[config.mk]
export PLATFORM = sky130hd
export DESIGN_NAME = branch_predict_gen
export DESIGN_NICKNAME = d
export VERILOG_FILES = /design/src/rtl/bgu_pkg.sv /design/src/rtl/lane_branch_decode.sv /design/src/rtl/branch_predict_gen.sv
export SDC_FILE = /design/constraint.sdc
export NUM_CORES = 1
export LEC_CHECK = 0
export BUFFER_PORTS_ARGS = -buffer_cell sky130_fd_sc_hd__buf_2
export CORE_ASPECT_RATIO = 1.5
export CORE_MARGIN = 2
export CORE_UTILIZATION = 31
export CTS_CLUSTER_DIAMETER = 150
export DETAILED_ROUTE_END_ITERATION = 7
export HOLD_SLACK_MARGIN = 0.08
export PLACE_DENSITY = 0.53
export SLEW_MARGIN = 30
export SYNTH_ARGS = -nofsm -noshare
export SYNTH_HDL_FRONTEND = slang
export SYNTH_SLANG_ARGS = --single-unit
[constraint.sdc]
create_clock -name clk -period 4.15 [get_ports clk]
set_input_delay 0 -clock clk [delete_from_list [all_inputs] [get_ports clk]]
set_output_delay 0 -clock clk [all_outputs]
set_load 0.02 [all_outputs]
[src/rtl/bgu_pkg.sv]
// Shared branch-generation definitions: condition codes, opcode fields,
// the delayed HALT head and condition helpers.
package bgu_pkg;

    typedef enum logic [2:0] {
        C_NV = 3'd0,
        C_AL = 3'd1,
        C_EQ = 3'd2,
        C_NE = 3'd3,
        C_LT = 3'd4,
        C_LE = 3'd5,
        C_GT = 3'd6,
        C_GE = 3'd7
    } cond_e;

    typedef enum logic {
        S_RUN    = 1'b0,
        S_HALTED = 1'b1
    } halt_e;

    localparam logic [2:0] OP_B    = 3'b001;
    localparam logic [2:0] OP_BC   = 3'b010;
    localparam logic [2:0] OP_HALT = 3'b111;

    localparam logic [2:0] K_BX  = 3'b010;
    localparam logic [2:0] K_BLX = 3'b011;

    localparam logic [7:0] HALT_HEAD = 8'b0010_0111;

    // ir[12:11]: 00 BEQ, 01 BNE, 10 BLT, 11 BLE
    function automatic cond_e cond_of(input logic [1:0] f);
        return cond_e'(3'd2 + {1'b0, f});
    endfunction

    function automatic cond_e cond_inv(input cond_e c);
        case (c)
            C_EQ:    return C_NE;
            C_NE:    return C_EQ;
            C_LT:    return C_GE;
            C_GE:    return C_LT;
            C_LE:    return C_GT;
            C_GT:    return C_LE;
            C_AL:    return C_NV;
            default: return C_AL;
        endcase
    endfunction

endpackage

[src/rtl/lane_branch_decode.sv]
// Single-lane branch decode: splits a branch into the path taken now
// and the path re-issued later in destination format.
module lane_branch_decode
    import bgu_pkg::*;
#(
    parameter int PC_W = 8
) (
    input  logic [PC_W-1:0] lane_pc,
    input  logic [15:0]     ir,
    input  logic            delayed,
    input  logic            pred_taken,
    output logic            br_op,
    output logic [PC_W-1:0] now_dest,
    output logic [PC_W-1:0] d_dest,
    output logic [2:0]      d_cond,
    output logic [7:0]      d_head,
    output logic            halt_mark
);

    logic [PC_W-1:0] p1;
    logic [PC_W-1:0] tgt;
    logic            is_b;
    logic            is_c;
    logic            is_h;
    logic            is_rx;
    logic            is_jmp;
    cond_e           c;

    assign p1  = lane_pc + PC_W'(1);
    assign tgt = delayed ? PC_W'(ir[7:0]) : p1 + PC_W'(ir[7:0]);

    assign is_b   = (ir[15:13] == OP_B);
    assign is_c   = (ir[15:13] == OP_BC);
    assign is_h   = (ir[15:13] == OP_HALT);
    assign is_rx  = is_b & ((ir[10:8] == K_BX) | (ir[10:8] == K_BLX));
    assign is_jmp = is_b & ~is_rx;
    assign c      = cond_of(ir[12:11]);

    assign br_op     = is_b | is_c | is_h;
    assign halt_mark = delayed & (ir[15:8] == HALT_HEAD);

    always_comb begin
        now_dest = p1;
        d_dest   = p1;
        d_cond   = C_NV;
        d_head   = ir[15:8];
        unique case (1'b1)
            is_h: begin
                d_cond = C_AL;
                d_head = HALT_HEAD;
            end
            is_c: begin
                if (pred_taken) begin
                    now_dest = tgt;
                    d_cond   = cond_inv(c);
                end else begin
                    d_dest = tgt;
                    d_cond = c;
                end
            end
            is_rx: begin
                d_dest = tgt;
                d_cond = C_AL;
            end
            is_jmp: begin
                now_dest = tgt;
            end
            default: begin
                d_cond = C_NV;
            end
        endcase
    end

endmodule

[src/rtl/branch_predict_gen.sv]
// Fetch-group branch selection with 2-bit counter prediction, delayed
// path generation, two-fetch lane squash and a sticky halt state.
module branch_predict_gen
    import bgu_pkg::*;
#(
    parameter int PC_W      = 8,
    parameter int LANES     = 2,
    parameter int BHT_DEPTH = 16
) (
    input  logic                  clk,
    input  logic                  rst,
    input  logic                  fetch_next_in,
    input  logic [PC_W-1:0]       pc,
    input  logic [16*LANES-1:0]   ir_in,
    input  logic [LANES-1:0]      do_delayed_b,
    input  logic                  resolve_valid,
    input  logic [PC_W-1:0]       resolve_pc,
    input  logic                  resolve_taken,
    output logic [PC_W-1:0]       pc_next_out,
    output logic [LANES-1:0]      lane_invalid_out,
    output logic [LANES-1:0]      br_lane_out,
    output logic [PC_W*LANES-1:0] delayed_dest_out,
    output logic [3*LANES-1:0]    delayed_cond_out,
    output logic [8*LANES-1:0]    delayed_head_out,
    output logic                  reset_s1,
    output logic                  halted,
    output logic [PC_W-1:0]       halt_addr
);

    localparam int LW = $clog2(LANES);
    localparam int IW = $clog2(BHT_DEPTH);

    logic [1:0]      cnt [BHT_DEPTH];
    logic [PC_W-1:0] lane_pc [LANES];
    logic [PC_W-1:0] now_dest [LANES];
    logic [PC_W-1:0] d_dest [LANES];
    logic [2:0]      d_cond [LANES];
    logic [7:0]      d_head [LANES];
    logic [LANES-1:0] br_op;
    logic [LANES-1:0] hmark;
    logic [LANES-1:0] is_br;

    logic [LANES-1:0] win_oh;
    logic [PC_W-1:0]  win_dest;
    logic             any_win;
    logic             any_al;
    logic             hm_any;
    logic [PC_W-1:0]  hm_imm;

    logic [LW-1:0] off1;
    logic [LW-1:0] off2;
    logic          sq;
    halt_e         state;
    halt_e         state_nx;

    logic [IW-1:0] ridx;
    logic [1:0]    rcur;
    logic [1:0]    rnxt;
    logic          unused_rpc;

    assign unused_rpc = ^resolve_pc;
    assign reset_s1   = sq & fetch_next_in & ~|do_delayed_b;

    for (genvar i = 0; i < LANES; i++) begin : g_lane
        logic pred;

        assign lane_pc[i] = pc + PC_W'(i);
        assign pred       = cnt[lane_pc[i][IW-1:0]][1];

        lane_branch_decode #(
            .PC_W(PC_W)
        ) u_dec (
            .lane_pc   (lane_pc[i]),
            .ir        (ir_in[16*i +: 16]),
            .delayed   (do_delayed_b[i]),
            .pred_taken(pred),
            .br_op     (br_op[i]),
            .now_dest  (now_dest[i]),
            .d_dest    (d_dest[i]),
            .d_cond    (d_cond[i]),
            .d_head    (d_head[i]),
            .halt_mark (hmark[i])
        );

        // squash from the offset recorded two fetches ago
        assign lane_invalid_out[i] = (off2 > LW'(i)) & ~do_delayed_b[i];
        assign is_br[i] = br_op[i] & ~lane_invalid_out[i] & ~reset_s1;

        assign delayed_dest_out[PC_W*i +: PC_W] = d_dest[i];
        assign delayed_cond_out[3*i +: 3] = is_br[i] ? d_cond[i] : C_NV;
        assign delayed_head_out[8*i +: 8] = d_head[i];
    end

    always_comb begin
        win_oh   = '0;
        win_dest = pc + PC_W'(LANES);
        any_win  = 1'b0;
        any_al   = 1'b0;
        hm_any   = 1'b0;
        hm_imm   = '0;
        for (int i = LANES - 1; i >= 0; i--) begin
            if (is_br[i]) begin
                win_oh    = '0;
                win_oh[i] = 1'b1;
                win_dest  = now_dest[i];
                any_win   = 1'b1;
                if (d_cond[i] == C_AL) any_al = 1'b1;
            end
            if (hmark[i]) begin
                hm_any = 1'b1;
                hm_imm = PC_W'(ir_in[16*i +: 8]);
            end
        end
    end

    always_comb begin
        if (halted) pc_next_out = pc;
        else if (any_win) pc_next_out = {win_dest[PC_W-1:LW], {LW{1'b0}}};
        else pc_next_out = win_dest;
    end

    assign br_lane_out = halted ? '0 : win_oh;

    always_ff @(posedge clk or posedge rst) begin
        if (rst) begin
            sq   <= 1'b1;
            off1 <= '0;
            off2 <= '0;
        end else if (fetch_next_in) begin
            sq   <= any_win & ~any_al;
            off1 <= any_win ? win_dest[LW-1:0] : '0;
            off2 <= off1;
        end
    end

    always_ff @(posedge clk or posedge rst) begin
        if (rst) state <= S_RUN;
        else     state <= state_nx;
    end

    always_comb begin
        state_nx = state;
        if (state == S_RUN && fetch_next_in && hm_any && !sq)
            state_nx = S_HALTED;
    end

    always_comb begin
        halted = (state == S_HALTED);
    end

    always_ff @(posedge clk or posedge rst) begin
        if (rst)
            halt_addr <= '0;
        else if (state == S_RUN && state_nx == S_HALTED)
            halt_addr <= hm_imm;
    end

    assign ridx = resolve_pc[IW-1:0];
    assign rcur = cnt[ridx];

    always_comb begin
        if (resolve_taken) rnxt = (rcur == 2'd3) ? rcur : rcur + 2'd1;
        else               rnxt = (rcur == 2'd0) ? rcur : rcur - 2'd1;
    end

    always_ff @(posedge clk or posedge rst) begin
        if (rst) begin
            for (int j = 0; j < BHT_DEPTH; j++) cnt[j] <= 2'b01;
        end else if (fetch_next_in && resolve_valid) begin
            cnt[ridx] <= rnxt;
        end
    end

endmodule

After elaboration in Yosys (flattened, before gate mapping). Cells that the tools add are included.

Register bits after elaboration: 44. Bits in latches: 0. RAM bits: 0. ROM bits: 0. Input port bits: 55. Output and inout port bits: 60. Logic and storage cells: 164. Memories: 0.

Add/sub/neg operators: 9. Multipliers: 0. Divide/modulo/power cells: 0. $lt $le $gt $ge: 6. Equal/unequal tests: 29. Shifts and indexed selects: 0. Multiplexer cells: 54. Bitwise operators: 33. Reduce and logical (&&, ||, !) cells: 12.

Operators by type and width (count): 8-bit 2-to-1 mux (13); 8-bit case mux with 2 select lines (4); 3-bit case mux with 7 select lines (2); 32-bit bitwise mux (1); 3-bit by 2-bit == test with 1-bit output (second input constant) (10); 3-bit == test (second input constant) (10); 2-bit 2-to-1 mux (13); 2-bit binary-select mux with 4-bit select (3); 3-bit by 1-bit == test with 1-bit output (second input constant) (6); 8-bit by 1-bit adder with 8-bit output (second input constant) (2); 8-bit adder (2); 8-bit by 6-bit == test with 1-bit output (second input constant) (2); 1-bit bitwise AND (15); 5-bit >= comparator (second input constant) (3); 4-bit inverter with 5-bit output (3); 3-bit 2-to-1 mux (4); 3-bit case mux with 2 select lines (2); 1-bit 2-to-1 mux (11); 1-bit inverter (9); 8-bit by 2-bit adder with 8-bit output (second input constant) (1); 2-bit demux with 4-bit select (1); 2-bit by 2-bit adder with 3-bit output (first input constant) (2); 1-bit logical AND (6); 1-bit OR (6); 8 further kinds (12).

Longest topological paths before layout. Gate-level depths: netlist of run 1.

Word-level depth: 14. Gate-level depth with buffers: 17. Gate-level depth less buffers: 16.

Hierarchy. From an unflattened synthesis of run 1, not the netlist that was laid out.

Cells, all modules: 532. Area, all modules: 4808.4 µm².

Modules (own cells, without submodules): branch_predict_gen (times used 1, cells each 266, area each 2877.8 µm², sequential area each 1122.3 µm²); lane_branch_decode (g_lane[1].u_dec) (times used 1, cells each 133, area each 975.9 µm², sequential area each 0.0 µm²); lane_branch_decode (g_lane[0].u_dec) (times used 1, cells each 133, area each 954.7 µm², sequential area each 0.0 µm²).

Worst setup path after synthesis of run 1. No wires, ideal clock.

Kind: in2out. Start point: input pc[0]. End point: output pc_next_out[7]. Arrival: 3.413 ns. Required time: 4.150 ns. Setup slack: 0.737 ns. Stages: 14. Path buffers: 3. Path through: buf_2 buf_2 inv_1 ha_1 clkbuf_1 inv_1 ha_1 a211oi_1 o21bai_1 a2111oi_0 nor2_1 or4_1 a31oi_1 a211o_1.

Word-level cells in the longest chain between the ends: 10. Elaborated cells on any way between the ends: 22. Classes of those cells: add/sub (5); mux (15); bitwise (2).

RTL lines: start, declared (RTL line branch_predict_gen.sv:13) `input logic [PC_W-1:0] pc,`; branches (longest 8 deep; another with 8-bit by 1-bit adder with 8-bit output); 8-bit 2-to-1 mux * (RTL line branch_predict_gen.sv:102) `if (is_br[i]) begin`; 8-bit 2-to-1 mux * (RTL line branch_predict_gen.sv:117) `if (halted) pc_next_out = pc;`; end, declared (RTL line branch_predict_gen.sv:19) `output logic [PC_W-1:0] pc_next_out,`.

Every way passes the cells marked *. The select of a mux whose other input is x is not followed.

Final worst setup path of run 1.
Start point: input pc[2]. End point: output pc_next_out[7].

Same word-level chain as after synthesis.

==> results of run 1 <==
metrics by stage:
stage	power [W]	area [um2]	cells
2_1_floorplan	0.00101	4690	523
3_3_place_gp	0.00119	5410	810
3_5_place_dp	0.00120	5410	810
4_1_cts	0.00166	5620	821
5_1_grt	0.00174	5620	821
6_report	0.00163	5620	821
final cells by class:
type / instances / area [um2] / share of cell area, %
inverter: 27 / 101 / 1.80
clock buffer: 7 / 164 / 2.92
clock inverter: 1 / 8.76 / 0.156
timing repair buffer: 120 / 636 / 11.3
multi-input combinational: 423 / 3330 / 59.4
sequential: 44 / 1120 / 20.0
tap: 199 / 249 / 4.43
worst paths after layout:
path,endpoint,slack [ns]
setup / recovery,pc_next_out[7],0.49
hold / removal,halt_addr[5],0.08
setup reg to reg,off1,1.79
hold reg to reg,halt_addr[5],0.48
max in group asynchronous,cnt[26],3.36
min in group asynchronous,halt_addr[7],0.39
flip-flops by register name, indices dropped and copies added (netlist names):
register / count
cnt: 32
halt_addr: 8
off2: 1
off1: 1
sq: 1
halted: 1
routing by layer:
metal  vias to the layer above  share of wire, %  GRT usage [%]
met5                         -                 0              0
met4                         0               3.9           8.17
met3                        25               3.7           2.15
met2                       123                53           34.2
met1                      2125                40           20.3
li1                       2127                 -              -
placed cells by master, fill, tap and decap left out, types with 18 or more instances in the layout:
cell type / netlist / final
nor2_1: 37 / 37
inv_1: 27 / 27
o21ai_0: 22 / 22
mux2i_1: 34 / 34
nand2b_1: 20 / 20
nand2_1: 46 / 46
mux2_2: 42 / 42
mux4_2: 18 / 18
nand3_1: 21 / 21
buf_2: 5 / 109
dfrtp_1: 27 / 27
worst max-delay path, delay by kind of cell:
kind | cells | cell delay, ns
AO/OA/AOI/OAI | 5 | 0.99
XOR/XNOR | 2 | 0.58
adder cells (fa/ha/maj) | 2 | 0.69
buffers and inverters | 4 | 0.68
AND/OR/NAND/NOR | 4 | 0.73
power breakdown:
group | switching [W] | internal [W] | leakage, nW
Sequential | 0.0000383 | 0.000516 | 0.545
Combinational | 0.000362 | 0.000278 | 1.87
Clock | 0.000163 | 0.000277 | 0.0852
logic make-up (layout without fill, tap and decap cells):
family | after synthesis | in the layout | share of synthesized area [%]
XOR/XNOR | 21 | 21 | 4.08
adder cells (fa/ha/maj) | 21 | 21 | 5.87
AO/OA/AOI/OAI | 98 | 98 | 14.5
AND/OR/NAND/NOR | 188 | 188 | 20.5
other | 1 | 1 | 0.0799
buffers and inverters | 56 | 155 | 5.09
multiplexers | 94 | 94 | 26.0
flip-flops | 44 | 44 | 23.9
==> flow_summary.yaml, run 1 <==
cts:
  clk_pin_slew_ns: 0.06
  cts-hold-fix-buffers: 3
  h-tree-depth: 2
  ctsRootBufferMaster: "clkbuf_16"
  cts_resized: 0
  cts_tree: "done"
  clk_latency_ns: 0.28
  postCtsSetupRepairBufs: 0
  cts.path.max_buffers: 2
  clkSinkCount: 44
  numCtsBuffers: 5
synth:
  avgSynthCellArea_um2: 8.97
  ys_async_sr_fraction_pct: 100
  yosysSeqAreaShare_pct: 23.9
  yosys.area.top_type_share_pct: 14.4
  syn_area_mm2: 0.00469
  synth_cell_type_count: 68
  synth.most_common_cell: "nand2_1"
  synth_cells: 523
  yosysTopAreaCell: "dfrtp_1"
  synth_area_leaders: "dfrtp_1 (14%), mux2_2 (10%), dfstp_2 (9.5%)"
  yosys_warnings: 0
  ys_top_cells_by_count: "nand2_1 (46), mux2_2 (42), nor2_1 (37)"
  synth_edf_count: 0
  ys_ff_latch: 44
  synthFlopType: "dfrtp_1"
  syn-num-nets: 597
routing:
  drcViolationCount: 0
  drt-pass1-iter-count: 4
  antenna_left: 0
  via_per_inst: 5.36
  wl_per_cell_um: 18.4
  drt_iter0_markers: 139
  vias: 4400
  routed_wl_mm: 15.1
grt:
  grt_max_degree: 45
  grt_pass1_vias: 4401
  grt_overflow: 0
  grt_use_total_pct: 18.2
  grt_pass1_wl_mm: 23.3
  grt_antenna_before_repair: 0
timing:
  fmax_mhz: 273
  fin_crit_sh_pct: 88.2
  finClkSkew_ns: 0.00575
  drv_slew: 0
  fin_hold_ws_ns: 0.0775
  min_period_ns: 3.66
  relSlewSlack_pct: 44.9
  rsz0062_at_grt: "no"
  setup_viol_count_final: 0
  finalSetupTns_ns: 0
  tightest_slew_ns: 0.820
  finalHoldViolations: 0
  timing.final.ws_setup_ns: 0.490
floorplan:
  rows: 55
  start_util_pct: 31.4
  dieWidth_um: 104
  core-area_mm2: 0.0149
  die_h_um: 155
  die_area_mm2: 0.0162
  pin_count: 115
placed_design:
  dp_hpwl_mm: 12.6
  portBuffers: 109
  place.gp.congestion: 0.877
  pre_cts_slack_ns: 0.505
setup_path:
  cp-startpoint: "pc[2]"
  required_ns: 4.15
  cp-end-kind: "output port"
  worst_r2r_path_depth: 8
  critPathSlowestCell: "xor2_1"
  cp_cell_sequence: "buf_2 > ha_1 > nand2_1 > xor2_1 > inv_1 > nand3_1 > xnor2_1 > inv_1 > ha_1 > nand3_1 > o2111ai_1 > o211ai_1 > and4_1 > a31oi_1 > o211ai_1 > a211o_1 > buf_2"
  critPathKind: "in -> out"
  arrival_ns: 3.66
  r2r_start: "cnt[7]"
  cp_max_fo: 11
  start_kind: "primary input"
  cpPeakStageDelay_ns: 0.40
min_path:
  hp-start: "ir_in[5]"
  whs_path_depth: 3
  hp-class: "in -> reg"
final_layout:
  diodes: 0
  syn2layout_area_growth_pct: 19.7
  fin_util_pct: 37.6
  nets: 695
  final_layout_size_suffix_gt1_share_pct: 34.1
  fill_cells: 1553
status:
  status: "finished, final reports clean"
power_and_ir_drop:
  p_per_area_mw_per_mm2: 291
  irDropWorstVdd_mv: 0.281
  p_leak_nw: 2.50
flow_run:
  drv_cap: 0
Note: power is estimated with default switching activity, not from simulation.
==> run 2, diff against run 1 <==
--- a/config.mk
+++ b/config.mk
@@ -16,4 +16,5 @@
 export SLEW_MARGIN = 30
 export SYNTH_ARGS = -nofsm -noshare
 export SYNTH_HDL_FRONTEND = slang
+export SYNTH_HIERARCHICAL = 1
 export SYNTH_SLANG_ARGS = --single-unit
==> run 2 against run 1 <==
Sequential share of layout area shrank 0.29 points. Register-to-register slack lost 0.22 ns. Total power grew 4.7%. Critical path depth is the same. Clock-buffer cell count shrank 2. First-iteration DRC count grew 17%. Clock power shrank 6.1%. Worst setup slack gained 0.098 ns. Fmax grew 2.7%. Final area grew 1.5%. Critical endpoint unchanged. Largest power group unchanged.
==> flow_summary.yaml, run 2 <==
setup_path:
  start_kind: "primary input"
  required_ns: 4.15
  r2r_slack_ns: 1.57
  cp_max_fo: 13
  r2r_start: "cnt[9]"
  critPathKind: "in -> out"
  reg2reg_to: "sq"
  cp-end-kind: "output port"
  arrival_ns: 3.56
  worst_r2r_path_depth: 7
grt:
  grt_antenna_before_repair: 1
  grt_overflow: 0
  grt_pass1_wl_mm: 22.4
  grt_max_degree: 45
  grt_pass1_vias: 4378
  grt_use_total_pct: 17.1
timing:
  timing.final.ws_setup_ns: 0.588
  min_period_ns: 3.56
  setup_viol_count_final: 0
  fmax_mhz: 281
  finalHoldViolations: 0
  relSlewSlack_pct: 40.0
  drv_slew: 0
  finClkSkew_ns: 0.00881
  rsz0062_at_grt: "no"
  fin_crit_sh_pct: 85.8
  tightest_slew_ns: 0.900
  fin_hold_ws_ns: 0.0880
  finalSetupTns_ns: 0
synth:
  synth_top_family_by_area: "multiplexers"
  synthFlopType: "dfrtp_1"
  synth-simple-area-share_pct: 20.1
  synth_cell_type_count: 62
  synth-compound-area-share_pct: 17.1
  syn_area_mm2: 0.00481
  syn-num-nets: 609
  synth-xor-area-share_pct: 6.14
  ys_ff_latch: 44
  yosys.area.top_type_share_pct: 14.1
  avgSynthCellArea_um2: 9.04
  yosys_warnings: 6
  synth.most_common_cell: "nor2_1"
  ys_top_cells_by_count: "nor2_1 (56), a21oi_1 (40), mux2_2 (40)"
  synth_cells: 532
  synth_area_leaders: "dfrtp_1 (14%), mux2_2 (9.4%), dfstp_2 (9.3%)"
  yosysSeqAreaShare_pct: 23.3
  ys_async_sr_fraction_pct: 100
  synth_fa_ha_area_share_pct: 6.71
  yosysTopAreaCell: "dfrtp_1"
  synth_edf_count: 0
  synthMuxAreaShare_pct: 21.1
final_layout:
  final_layout_size_suffix_gt1_share_pct: 35.0
  regMostFlops: "cnt"
  fill_cells: 1602
  seq_area_mm2: 0.00112
  largestRegisters: "cnt (32), halt_addr (8)"
  syn2layout_area_growth_pct: 18.5
  multi_input_area_mm2: 0.00343
  nets: 707
  diodes: 0
  layout_common_cells: "buf_2 (109), nor2_1 (55), mux2_2 (40), a21oi_1 (40), inv_1 (31)"
  largest_reg_flops: 32
  fin_util_pct: 37.6
  final_common_cell: "buf_2"
floorplan:
  pin_count: 115
  core-area_mm2: 0.0151
  dieWidth_um: 106
  start_util_pct: 31.8
  die_h_um: 157
  die_area_mm2: 0.0165
  rows: 55
routing:
  routed_wl_mm: 14.2
  via_per_inst: 5.24
  drcViolationCount: 0
  antenna_left: 0
  wl_per_cell_um: 17.1
  drt-pass1-iter-count: 4
  vias: 4349
  drt_iter0_markers: 163
cts:
  cts_resized: 0
  clkSinkCount: 44
  clk_latency_ns: 0.29
  cts.path.max_buffers: 2
  h-tree-depth: 2
  numCtsBuffers: 5
  ctsRootBufferMaster: "clkbuf_16"
  clk_pin_slew_ns: 0.07
  cts_tree: "done"
placed_design:
  place.gp.congestion: 0.849
  dp_hpwl_mm: 11.8
  pre_cts_slack_ns: 0.587
  portBuffers: 109
min_path:
  hp-start: "ir_in[5]"
  hp-class: "in -> reg"
  whs_path_depth: 3
  holdPathEnd: "halt_addr[5]"
power_and_ir_drop:
  p_leak_nw: 2.55
  comb_power_share_pct: 43.1
  p_per_area_mw_per_mm2: 300
  swShare_pct: 37.6
  p_int_w: 0.00107
  p_total_w: 0.00171
  seqPwrFrac_pct: 32.8
  p_clk_share_pct: 24.1
  irDropWorstVdd_mv: 0.220
  power.switching_w: 0.000644
status:
  status: "finished, final reports clean"
flow_run:
  drv_cap: 0
run 2: cell types whose count changed after synthesis, moves of 9 or more:
cell / change
a21oi_1: +26
xnor2_1: +18
nor2_1: +19
o21ai_0: -11
nand2_1: -25
nor2b_1: +9
mux2i_1: -18
run 2: power by group through the flow:
stage,logic (W),registers [W],clock network (W)
finish,0.000737,0.000561,0.000413
global route,0.000810,0.000571,0.000444
CTS,0.000743,0.000562,0.000432
detailed placement,0.000737,0.000570,0
global placement,0.000723,0.000563,0
floorplan,0.000534,0.000559,0
run 2: cell families after synthesis:
kind of cell             count (synthesis)
flip-flops                              44
multiplexers                            74
other                                    1
AO/OA/AOI/OAI                          119
AND/OR/NAND/NOR                        178
buffers and inverters                   59
adder cells (fa/ha/maj)                 25
XOR/XNOR                                32
run 2: worst max path at each step:
stage | startpoint | end | cells after the start
final | pc[2] | pc_next_out[7] | 17
after detailed placement | pc[2] | pc_next_out[7] | 17
after global placement | pc[2] | pc_next_out[7] | 17
after CTS | pc[2] | pc_next_out[7] | 17
after global routing | pc[2] | pc_next_out[7] | 16
after floorplan | pc[0] | pc_next_out[7] | 15
run 2: through the flow:
stage,std cells,instance area (um2)
2_1_floorplan,532,4810
3_3_place_gp,817,5500
3_5_place_dp,817,5500
4_1_cts,830,5700
5_1_grt,830,5700
6_report,830,5700
run 2: worst max-delay path, stage by stage:
cell and delay (ns):
buf_2 0.28, ha_1 0.28, nand2_1 0.08, xnor2_1 0.31
and3_1 0.22, nand3_1 0.09, xnor2_1 0.32, ha_1 0.34
a21o_1 0.19, a31o_2 0.21, a21oi_2 0.19, and2_4 0.18
a21oi_1 0.04, o221a_1 0.24, a222oi_1 0.27, o22ai_1 0.13
buf_2 0.18
run 2: area by class of cell:
class / instances / area share (%)
clock inverters: 3 / 0.461
repair buffers: 119 / 11.1
flip-flops and latches: 44 / 19.7
multi-input cells: 429 / 60.1
clock buffers: 5 / 2.20
well taps: 199 / 4.37
inverters: 31 / 2.04
run 2: timing repair:
| item | CTS | global route |
|---|---|---|
| setup endpoints to repair | 0 | 0 |
| hold buffers | 5 | 0 |
| buffers inserted | 0 | 0 |
| hold endpoints to repair | 32 | 0 |
run 2: layer usage:
layer | GRT usage, % | vias up | routed length [um]
li1 | - | 2134 | -
met1 | 19.1 | 2073 | 5610
met2 | 33.0 | 122 | 7540
met3 | 2.33 | 18 | 621
met4 | 5.51 | 2 | 404
met5 | 0 | - | 11
